`config.mk`:
```
export PLATFORM = sky130hd
export DESIGN_NAME = clock_switch_controller
export DESIGN_NICKNAME = d
export VERILOG_FILES = /design/src/rtl/clock_switch_controller.sv
export SDC_FILE = /design/constraint.sdc
export NUM_CORES = 1
export LEC_CHECK = 0
export ABC_AREA = 1
export BUFFER_PORTS_ARGS = -buffer_cell sky130_fd_sc_hd__clkbuf_2
export CORE_MARGIN = 8
export CORE_UTILIZATION = 43
export CTS_CLUSTER_SIZE = 24
export DETAILED_ROUTE_END_ITERATION = 10
export HOLD_SLACK_MARGIN = 0.06
export PLACE_DENSITY = 0.74
export SYNTH_ARGS = -nofsm -noshare
export SYNTH_HDL_FRONTEND = slang
export SYNTH_SLANG_ARGS = --single-unit
```
`constraint.sdc`:
```
create_clock -name clock -period 4 [get_ports clock]
set_clock_uncertainty 0.2 [all_clocks]
set_input_delay 0.4 -clock clock [delete_from_list [all_inputs] [get_ports clock]]
set_output_delay 0.4 -clock clock [all_outputs]
set_load 0.1 [all_outputs]
```
`src/rtl/clock_switch_controller.sv`:
```
// Glitch-free clock source switch sequencer: gates every source, moves the mux
// select while all sources are quiet, then ungates only the newly selected one.
module clock_switch_controller #(
  parameter int NUM_CLOCKS  = 2,
  parameter int HOLD_CYCLES = 4,
  parameter int RESET_SEL   = 0,
  localparam int SEL_W = (NUM_CLOCKS > 2) ? $clog2(NUM_CLOCKS) : 1,
  localparam int CNT_W = $clog2(HOLD_CYCLES + 1)
) (
  input  logic                  clock,
  input  logic                  reset,
  input  logic                  req_valid,
  output logic                  req_ready,
  input  logic [SEL_W-1:0]      req_sel,
  output logic [SEL_W-1:0]      mux_sel,
  output logic [NUM_CLOCKS-1:0] gate,
  output logic                  busy,
  output logic                  done,
  output logic                  err
);

  typedef enum logic [1:0] {
    IDLE     = 2'd0,
    GATE_OLD = 2'd1,
    SWITCH   = 2'd2,
    UNGATE   = 2'd3
  } state_t;

  localparam logic [CNT_W-1:0]      HOLD        = CNT_W'(HOLD_CYCLES);
  localparam logic [CNT_W-1:0]      CNT_ONE     = CNT_W'(1);
  localparam logic [SEL_W-1:0]      RESET_SEL_V = SEL_W'(RESET_SEL);
  localparam logic [SEL_W:0]        NUM_SEL     = (SEL_W + 1)'(NUM_CLOCKS);
  localparam logic [NUM_CLOCKS-1:0] ONE_HOT     = NUM_CLOCKS'(1);
  localparam logic [NUM_CLOCKS-1:0] RESET_GATE  = ~(ONE_HOT << RESET_SEL);

  state_t                  state_q, state_d;
  logic [CNT_W-1:0]        cnt_q, cnt_d;
  logic [SEL_W-1:0]        sel_q, sel_d;
  logic [SEL_W-1:0]        mux_q, mux_d;
  logic [NUM_CLOCKS-1:0]   gate_q, gate_d;
  logic                    done_q, done_d;
  logic                    err_q, err_d;

  always_ff @(posedge clock or posedge reset) begin
    if (reset) begin
      state_q <= IDLE;
      cnt_q   <= '0;
      sel_q   <= RESET_SEL_V;
      mux_q   <= RESET_SEL_V;
      gate_q  <= RESET_GATE;
      done_q  <= 1'b0;
      err_q   <= 1'b0;
    end else begin
      state_q <= state_d;
      cnt_q   <= cnt_d;
      sel_q   <= sel_d;
      mux_q   <= mux_d;
      gate_q  <= gate_d;
      done_q  <= done_d;
      err_q   <= err_d;
    end
  end

  always_comb begin
    state_d = state_q;
    cnt_d   = cnt_q;
    sel_d   = sel_q;
    mux_d   = mux_q;
    gate_d  = gate_q;
    done_d  = 1'b0;
    err_d   = 1'b0;
    unique case (state_q)
      IDLE: begin
        if (req_valid) begin
          if ({1'b0, req_sel} >= NUM_SEL) begin
            err_d = 1'b1;
          end else if (req_sel == mux_q) begin
            done_d = 1'b1;
          end else begin
            sel_d   = req_sel;
            gate_d  = '1;
            cnt_d   = HOLD;
            state_d = GATE_OLD;
          end
        end
      end
      GATE_OLD: begin
        // Mux select only moves here, when every source is held quiet.
        if (cnt_q <= CNT_ONE) begin
          mux_d   = sel_q;
          cnt_d   = HOLD;
          state_d = SWITCH;
        end else begin
          cnt_d = cnt_q - CNT_ONE;
        end
      end
      SWITCH: begin
        if (cnt_q <= CNT_ONE) begin
          gate_d  = ~(ONE_HOT << sel_q);
          done_d  = 1'b1;
          cnt_d   = '0;
          state_d = UNGATE;
        end else begin
          cnt_d = cnt_q - CNT_ONE;
        end
      end
      UNGATE: begin
        state_d = IDLE;
      end
      default: begin
        state_d = IDLE;
      end
    endcase
  end

  assign req_ready = (state_q == IDLE);
  assign busy      = (state_q != IDLE);
  assign mux_sel   = mux_q;
  assign gate      = gate_q;
  assign done      = done_q;
  assign err       = err_q;

endmodule

```
==> results.md, run 1 <==
- Remaining Overflow, GRT: 0
- Number of antenna violations at the first check in global routing: 0
- Final GP Congestion: around 0.86
- Drt pass-1 iters: 4
- Row cnt: 14
- Final setup fails: 0
- CTS root buffer: clkbuf_4
- DRC: 0
- Clk slew on worst S/H paths: 0.06 ns
- Cts repair resizes: 0
- Pre-CTS setup slack: 2.11 ns
- Starting density of the core: 45.8%
- CP top delay family: buffers and inverters
- Core ar.: 0.00149 mm²
- Layout fillers: 143
- Multi-input logic area: 354 µm²
- Vias in the first global route: 561
- Wire length on met2: 592 µm
- TNS Setup: 0 ns
- Die H: 55.8 µm
- Final non-filler cell total: around 120
- Post-Syn Area per Cell: 7.18 µm²
- Largest stage delay on the critical path: 0.46 ns
- Crit start category: flop
- DIE AREA: approximately 0.0031 mm²
- Ys Warns: 0
- Crit. End Element: primary output
- Fin crit period: 2.17 ns
- CTS hold repair buffers: 1
- Worst skew pair latency: 0.27 ns
- HPWL Detailed: about 1100 µm
- Max-slew violations: 0
- I/O pin cnt: 11
- Placed cell area: about 730 µm²
- Post-synthesis cell count: 95
- Layout cell share with drive strength beyond 1: 15.9%
- Sequential area share after synthesis: 36.9%
- Routed Antenna Nets: 0
- DR WL met3: approximately 92 µm
- R2R setup slack: 2.31 ns
- CTS buffer count: 3
- CTS tree: done
- Normalized max-slew margin: 64.0%
- Netlist cell types: 18
- CTS sink count: 10
- Max stage delay cell, worst path: clkbuf_2
- WL met1: 594 µm
- DRT iter0 DRCs: 15
- Seq cells post-synth: 10
- Top routing layer in use: met4
- Cell Area, Synth: just under 700 µm²
- Dpl cells: ~120
- Worst EP required: 3.40 ns
- Max-cap violations: 0
- Vias: 596
- CTS H-tree lvls: 1
- Total GRT Usage: 8.92%
- WP data arrival: 1.57 ns
- WL final: between 1000 and 1500 µm
- Crit share post-route: 54.4%
- Hold Vio Cnt, Final: 0
- Antenna diodes: 0
- FF+latch area: 251 µm²
- Worst slew pin tran: 0.543 ns
- Commonest non-fill, non-tap cell in the layout: nand2_1
- Hold Path Class: in -> reg
- Clk buf depth: 2
- Finished Cell Area: 781 µm²
- Layout overhead on the synthesized area: 14.5%
- Post-CTS setup buffers: 0
- Die width: 55.8 µm
- Unrepaired setup endpoints after global routing: no
- Fmax achieved: 460 MHz
- Crit Path Max Fanout: 5
- Global-route wire length before repair: 2340 µm
- CP Cell Sequence: inv_1 > ha_1 > inv_2 > clkbuf_2
- Nets: 119
- Via density: ~4.8
- Most frequent cells in the layout: 32 x nand2_1, 16 x inv_1, 9 x dfrtp_1, 9 x clkbuf_2, 8 x o21ai_0
- Pin count of the biggest net entering global routing: 11
- Port Buf Inserts: 9
- WL per Instance: 10.6 µm
- Post-Syn Nets: between 100 and 150
- Status: finished clean
- CP bufs+invs: 3
- CP Class: reg -> out
- Post-layout worst setup margin: roughly 1.8 ns
## cells by family after synthesis
family / synth area share, %
other cells: 0.550
buf+inv: 11.2
flops: 36.9
compound gates: 7.89
simple gates: 29.4
xor+xnor: 1.28
fa+ha+maj: 12.8
## worst paths after layout
kind                       startpoint        to  depth (start not counted)
max                        state_q[0]      busy                          4
max reg2reg                state_q[0]  cnt_q[1]                          8
min                         req_valid      done                          3
min reg2reg                   gate[1]   gate[1]                          2
max in group asynchronous       reset   gate[1]                          3
min in group asynchronous       reset   gate[0]                          3
## worst min-delay path: stages
cell	delay, ns
clkbuf_2	0.10
nand2_1	0.06
o21ai_0	0.07
## synthesized netlist by cell type
cell type | n | area (µm²)
clkbuf_2 | 1 | 5.00
conb_1 | 1 | 3.75
ha_1 | 7 | 87.6
inv_2 | 1 | 3.75
nand3_2 | 1 | 10.0
inv_1 | 16 | 60.1
nand2_1 | 32 | 120
or2_1 | 1 | 6.26
a21oi_2 | 1 | 8.76
xnor2_1 | 1 | 8.76
o21ai_0 | 8 | 40.0
nand3_1 | 6 | 30.0
nor2_1 | 4 | 15.0
buf_4 | 1 | 7.51
o21ai_1 | 1 | 5.00
nand4_1 | 3 | 18.8
dfrtp_1 | 9 | 225
dfstp_2 | 1 | 26.3
## routing by layer
layer  track usage, %  up-vias
met5                0        -
met4             2.06        0
met3             5.25        4
met2             14.4       16
met1             9.78      261
li1                 -      315
## through the flow
stage                     utilization, %  hold slack, ns
after floorplan                        -          0.0395
after CTS                           52.4           0.204
after global placement              49.3           0.171
after global routing                52.4           0.221
final                               52.4           0.203
after detailed placement            49.3           0.175
## flip-flops by register name, indices dropped and copies added (netlist names)
register / flops
cnt_q: 3
gate: 2
state_q: 2
done: 1
mux_sel: 1
sel_q: 1
## final cells by class
class / count / share of cell area (%)
Timing Repair Buffer: 10 / 7.05
Inverter: 17 / 8.17
Clock buffer: 4 / 4.65
Sequential cell: 10 / 32.2
Multi-Input combinational cell: 66 / 45.4
Tap cell: 16 / 2.56
Power of run 1 is not shown: default switching activity piles up to over one toggle a cycle in this logic, so the estimate is an artifact.
==> inputs of run 2 (changes only) <==
--- a/config.mk
+++ b/config.mk
@@ -12,7 +12,7 @@
 export CTS_CLUSTER_SIZE = 24
 export DETAILED_ROUTE_END_ITERATION = 10
 export HOLD_SLACK_MARGIN = 0.06
-export PLACE_DENSITY = 0.74
+export PLACE_DENSITY = 0.77
 export SYNTH_ARGS = -nofsm -noshare
 export SYNTH_HDL_FRONTEND = slang
 export SYNTH_SLANG_ARGS = --single-unit
==> constraint.sdc (replaced) <==
create_clock -name clock -period 1.8 [get_ports clock]
set_clock_uncertainty 0.2 [all_clocks]
set_input_delay 0.18 -clock clock [delete_from_list [all_inputs] [get_ports clock]]
set_output_delay 0.18 -clock clock [all_outputs]
set_load 0.1 [all_outputs]
==> run 2 against run 1 <==
Core utilization grew 4.5 points. Non-clock buffer count is 2 higher. Design area increased by 8.5%. Die area unchanged. Critical path depth down 3. Count of clock-buffer cells in the layout unchanged. Worst setup slack worse by 1.6 ns. Worst hold slack improved by 0.025 ns. Final cell count is 1.6% higher. Routed wire length grew 4.5%. Register-to-register slack got worse by 2.1 ns.
==> results.md, run 2 (synthesized netlist as in run 1, its figures left out) <==
- CP bufs+invs: 1 (-2)
- Routed Antenna Nets: 0 (unchanged)
- WL per Instance: 10.9 µm (+2.8%)
- Cts repair resizes: 0 (unchanged)
- FF+latch area: 253 µm² (+0.50%)
- CP Class: reg -> out
- Largest register FFs: 3 (unchanged)
- Post-CTS setup buffers: 0 (unchanged)
- Vias: 601 (+0.84%)
- Via density: 4.81 (-0.77%)
- Final hold slack: 0.227 ns (+0.0247 ns)
- Drt pass-1 iters: 5 (+1)
- DRT iter0 DRCs: 25 (+10)
- Unrepaired setup endpoints after global routing: no
- Layout fillers: 147 (+2.8%)
- Worst skew pair latency: 0.26 ns (about the same)
- Layout overhead on the synthesized area: 24.2%
- Most frequent cells in the layout: 32 x nand2_1, 14 x inv_1, 8 x o21ai_0, 8 x dfrtp_1, 7 x clkbuf_2
- Total GRT Usage: 9.48% (+0.56 points)
- Number of antenna violations at the first check in global routing: 0 (unchanged)
- Row cnt: 14 (unchanged)
- Status: finished clean
- Hold Vio Cnt, Final: 0 (unchanged)
- Starting density of the core: 45.8% (unchanged)
- R2R setup slack: 0.19 ns (-2.12 ns)
- CTS buffer count: 3 (unchanged)
- Global-route wire length before repair: 2460 µm (+5.3%)
- Vias in the first global route: 587 (+4.6%)
- Clk slew on worst S/H paths: 0.06 ns (about the same)
- Nets: 121 (+1.7%)
- FF-to-FF path depth: 8 (unchanged)
- Pin count of the biggest net entering global routing: 11 (unchanged)
- Crit start category: flop
- Placed cell area: 791 µm² (+7.7%)
- Remaining Overflow, GRT: 0 (unchanged)
- Multi-input logic area: 367 µm² (+3.5%)
- Final setup fails: 0 (unchanged)
- Normalized max-slew margin: 63.9% (about the same)
- Fmax achieved: just over 600 MHz
- Fin crit period: roughly 1.6 ns
- Commonest non-fill, non-tap cell in the layout: nand2_1
- Crit Path Max Fanout: 2 (-3)
- WP data arrival: 1.23 ns (-0.34 ns)
- Port Buf Inserts: 9 (unchanged)
- CP top delay family: flip-flops
- CTS tree: done
- Largest stage delay on the critical path: 0.53 ns (+0.07 ns)
- Max-cap violations: 0 (unchanged)
- Worst slew pin tran: 0.543 ns (+0.000729 ns)
- Clk buf depth: 2 (unchanged)
- Layout cell share with drive strength beyond 1: 18.3% (+2.5 points)
- WL final: 1360 µm (+4.5%)
- Antenna diodes: 0 (unchanged)
- Hold Path Class: in -> async
- Crit share post-route: 89.7%
- Max stage delay cell, worst path: dfstp_2
- Reg2Reg Launch Point: state_q[1]
- Die width: 55.8 µm (unchanged)
- CP Cell Sequence: clkbuf_2
- Final GP Congestion: 0.858 (+0.37%)
- Finished Cell Area: 847 µm² (+8.5%)
- I/O pin cnt: 11 (unchanged)
- Max-slew violations: 0 (unchanged)
- Crit. End Element: primary output
- RR Endpoint: cnt_q[1]
- CTS H-tree lvls: 1 (unchanged)
- Worst EP required: 1.42 ns (-1.98 ns)
- HPWL Detailed: 1110 µm (+4.4%)
- Core ar.: 0.00149 mm² (unchanged)
- DRC: 0 (unchanged)
- Most flops, register: cnt_q
- DIE AREA: 0.00312 mm² (unchanged)
- CTS sink count: 10 (unchanged)
- Die H: 55.8 µm (unchanged)
- CTS root buffer: clkbuf_4
==> run 2: cell count changes in the layout (fill, tap and decap cells not counted), moves of 2 or more <==
cell | before | now
dlygate4sd3_1 | 1 | 3
buf_12 | 0 | 2
inv_1 | 16 | 14
clkbuf_2 | 9 | 7
==> run 2: what timing repair did <==
item | in CTS | in global routing
setup endpoints to repair | 0 | 0
hold buffers | 3 | 0
hold endpoints to repair | 12 | 0
==> run 2: cell type report <==
type | count | area share [%]
flip-flops and latches | 10 | 29.8
clock buffers | 4 | 3.10
multi-input cells | 66 | 43.3
well taps | 16 | 2.36
repair buffers | 12 | 12.4
inverters | 17 | 9.01
==> run 2: per-layer routing <==
layer	GRT usage, %	wire length, µm	vias to the layer above
met3	5.02	105	2
met4	2.06	8	0
met5	0	0	-
li1	-	-	321
met2	15.7	656	17
met1	10.5	590	261
==> run 2: worst max-delay path by stage <==
stage                  to        from  cells past startpoint  slack [ns]
2_1_floorplan    cnt_q[1]  state_q[1]                      8       -0.02
3_3_place_gp   state_q[0]  state_q[0]                      7        0.23
3_5_place_dp     cnt_q[1]  state_q[1]                      8        0.19
4_1_cts           gate[1]     gate[1]                      1        0.18
5_1_grt        state_q[0]  state_q[0]                      8        0.02
6_report          gate[1]     gate[1]                      1        0.19
==> run 2: stage by stage <==
stage                     TNS [ns]  worst slack [ns]  std cells  util (%)
after CTS                        0             0.176        125      56.9
after floorplan            -0.0339           -0.0223         95         -
final                            0             0.185        125      56.9
after detailed placement         0             0.195        118      53.1
after global routing             0            0.0215        125      56.9
after global placement           0             0.229        118      53.1
Power of run 2 is left out for the same reason.
==> inputs of run 3 (changes only) <==
==> constraint.sdc (replaced) <==
create_clock -name clock -period 1.8 [get_ports clock]
set_clock_uncertainty 0.2 [all_clocks]
set_input_delay 0.18 -clock clock [delete_from_list [all_inputs] [get_ports clock]]
set_output_delay 0.18 -clock clock [all_outputs]
set_load 0.01 [all_outputs]
==> run 3 against run 2 <==
Global-route usage fell by 0.055 points. Via count fell by 3.0%. Critical path depth increased by 7. Flip-flop and latch count unchanged. Worst hold slack worse by 0.013 ns. Design area fell by 6.6%. Highest routed layer unchanged.
==> results.md, run 3 (synthesized netlist as in run 1, its figures left out) <==
- Critical Path End: cnt_q[2]
- TNS Setup: 0 ns (unchanged)
- Layout cell share with drive strength beyond 1: 14.7% (-3.7 points)
- Die H: 55.8 µm (unchanged)
- Core ar.: 0.00149 mm² (unchanged)
- HPWL Detailed: 1080 µm (-2.2%)
- R2R setup slack: 0.13 ns (-0.05 ns)
- Pre-CTS setup slack: 0.154 ns (-0.0406 ns)
- Largest register FFs: 3 (unchanged)
- Fmax achieved: 599 MHz (-3.3%)
- WL final: 1350 µm (-0.44%)
- Layout overhead on the synthesized area: 16.0%
- Commonest non-fill, non-tap cell in the layout: nand2_1
- Remaining Overflow, GRT: 0 (unchanged)
- Number of antenna violations at the first check in global routing: 0 (unchanged)
- Die width: 55.8 µm (unchanged)
- Row cnt: 14 (unchanged)
- Reg2Reg Launch Point: state_q[1]
- Max-slew violations: 0 (unchanged)
- Via density: 4.66 (-3.0%)
- Critical path launch point: state_q[1]
- Nets: 121 (unchanged)
- DIE AREA: 0.00312 mm² (unchanged)
- Finished Cell Area: 791 µm² (-6.6%)
- Total GRT Usage: 9.43% (-0.055 points)
- Tot Pwr: 1.43 mW
- Most frequent cells in the layout: 32 x nand2_1, 16 x inv_1, 9 x dfrtp_1, 9 x clkbuf_2, 8 x o21ai_0
- Crit Path Max Fanout: 6 (+4)
- DRC: 0 (unchanged)
- WP data arrival: 1.63 ns (+0.40 ns)
- Antenna diodes: 0 (unchanged)
- CTS root buffer: clkbuf_4
- RR Endpoint: cnt_q[2]
- DRT iter0 DRCs: 14 (-44%)
- Unrepaired setup endpoints after global routing: no
- Routed Antenna Nets: 0 (unchanged)
- CTS tree: done
- Hold Vio Cnt, Final: 0 (unchanged)
- Starting density of the core: 45.8% (unchanged)
- FF-to-FF path depth: 8 (unchanged)
- Status: finished clean
- Layout fillers: 144 (-2.0%)
- Drt pass-1 iters: 4 (-1)
- CTS H-tree lvls: 1 (unchanged)
- PD cells: 1810 mW/mm²
- Worst skew pair latency: 0.27 ns (about the same)
- Vias in the first global route: 548 (-6.6%)
- CTS sink count: 10 (unchanged)
- Clk buf depth: 2 (unchanged)
- CP Class: reg -> reg
- Hold Path Class: in -> async
- VDD IR-drop max: 939 µV
- Crit share post-route: 92.7% (+3.0 points)
- Pin count of the biggest net entering global routing: 11 (unchanged)
- Most flops, register: cnt_q
- WL per Instance: 10.8 µm (-0.44%)
- Fin crit period: 1.67 ns (+0.0545 ns)
- Leak: 0.446 nW
- CTS buffer count: 3 (unchanged)
- Vias: 583 (-3.0%)
- Placed cell area: 734 µm² (-7.1%)
- Crit start category: flop
- Post-layout worst setup margin: 0.131 ns (-0.0545 ns)
- Cts repair resizes: 0 (unchanged)
- Worst EP required: 1.76 ns (+0.34 ns)
- Port Buf Inserts: 9 (unchanged)
- Final GP Congestion: 0.842 (-2.0%)
- Final setup fails: 0 (unchanged)
- Global-route wire length before repair: 2350 µm (-4.5%)
- I/O pin cnt: 11 (unchanged)
- Max-cap violations: 0 (unchanged)
- Crit. End Element: flop
- Clk slew on worst S/H paths: 0.07 ns (about the same)
[run 3: how the worst min path moves through the flow]
stage / start / end / slack, ns / cells after the start
finish: reset / state_q[1] / 0.21 / 3
global route: gate[1] / gate[1] / 0.27 / 2
CTS: reset / cnt_q[2] / 0.23 / 3
detailed placement: reset / cnt_q[2] / -0.04 / 2
global placement: reset / cnt_q[2] / -0.04 / 2
floorplan: reset / cnt_q[0] / -0.18 / 1
[run 3: per-stage QoR]
stage               util [%]  hold slack (ns)  instances
global placement        49.3          -0.0399        118
detailed placement      49.3          -0.0357        118
finish                  53.1            0.215        125
floorplan                  -           -0.181         95
CTS                     53.1            0.231        125
global route            53.1            0.274        125
[run 3: report_power, final]
part | total, mW | internal [mW] | switching (mW)
Clock | 0.161 | 0.0856 | 0.0758
Combinational | 0.854 | 0.313 | 0.541
Sequential | 0.418 | 0.340 | 0.0776
Total | 1.43 | 0.739 | 0.694
[run 3: worst max-delay path, cell delays in order (launching register included)]
cell and delay (ns):
dfrtp_1 0.42, inv_1 0.11, ha_1 0.24, inv_2 0.08, or2_1 0.22, nand3_2 0.12
nand2_1 0.07, inv_1 0.07, a21oi_2 0.03
[run 3: final cells by class]
type | count | area [µm²] | area share (%)
multi-input combinational | 66 | 354 | 44.8
timing repair buffer | 12 | 75.1 | 9.49
sequential | 10 | 251 | 31.8
inverter | 17 | 63.8 | 8.07
clock buffer | 4 | 26.3 | 3.32
tap | 16 | 20.0 | 2.53
[run 3: routing by layer]
metal / vias up / GRT usage (%) / part of all wire [%]
met1: 250 / 10.4 / 45
met3: 4 / 4.34 / 4.6
met4: 0 / 4.12 / 1.4
met2: 10 / 15.1 / 49
li1: 319 / - / -
met5: - / 0 / 0
[run 3: timing repair]
action                                 CTS  global route
hold buffers                             3             0
endpoints found under the hold margin   12             0
setup buffers                            0             0
Power figures use the tool's default switching activity.
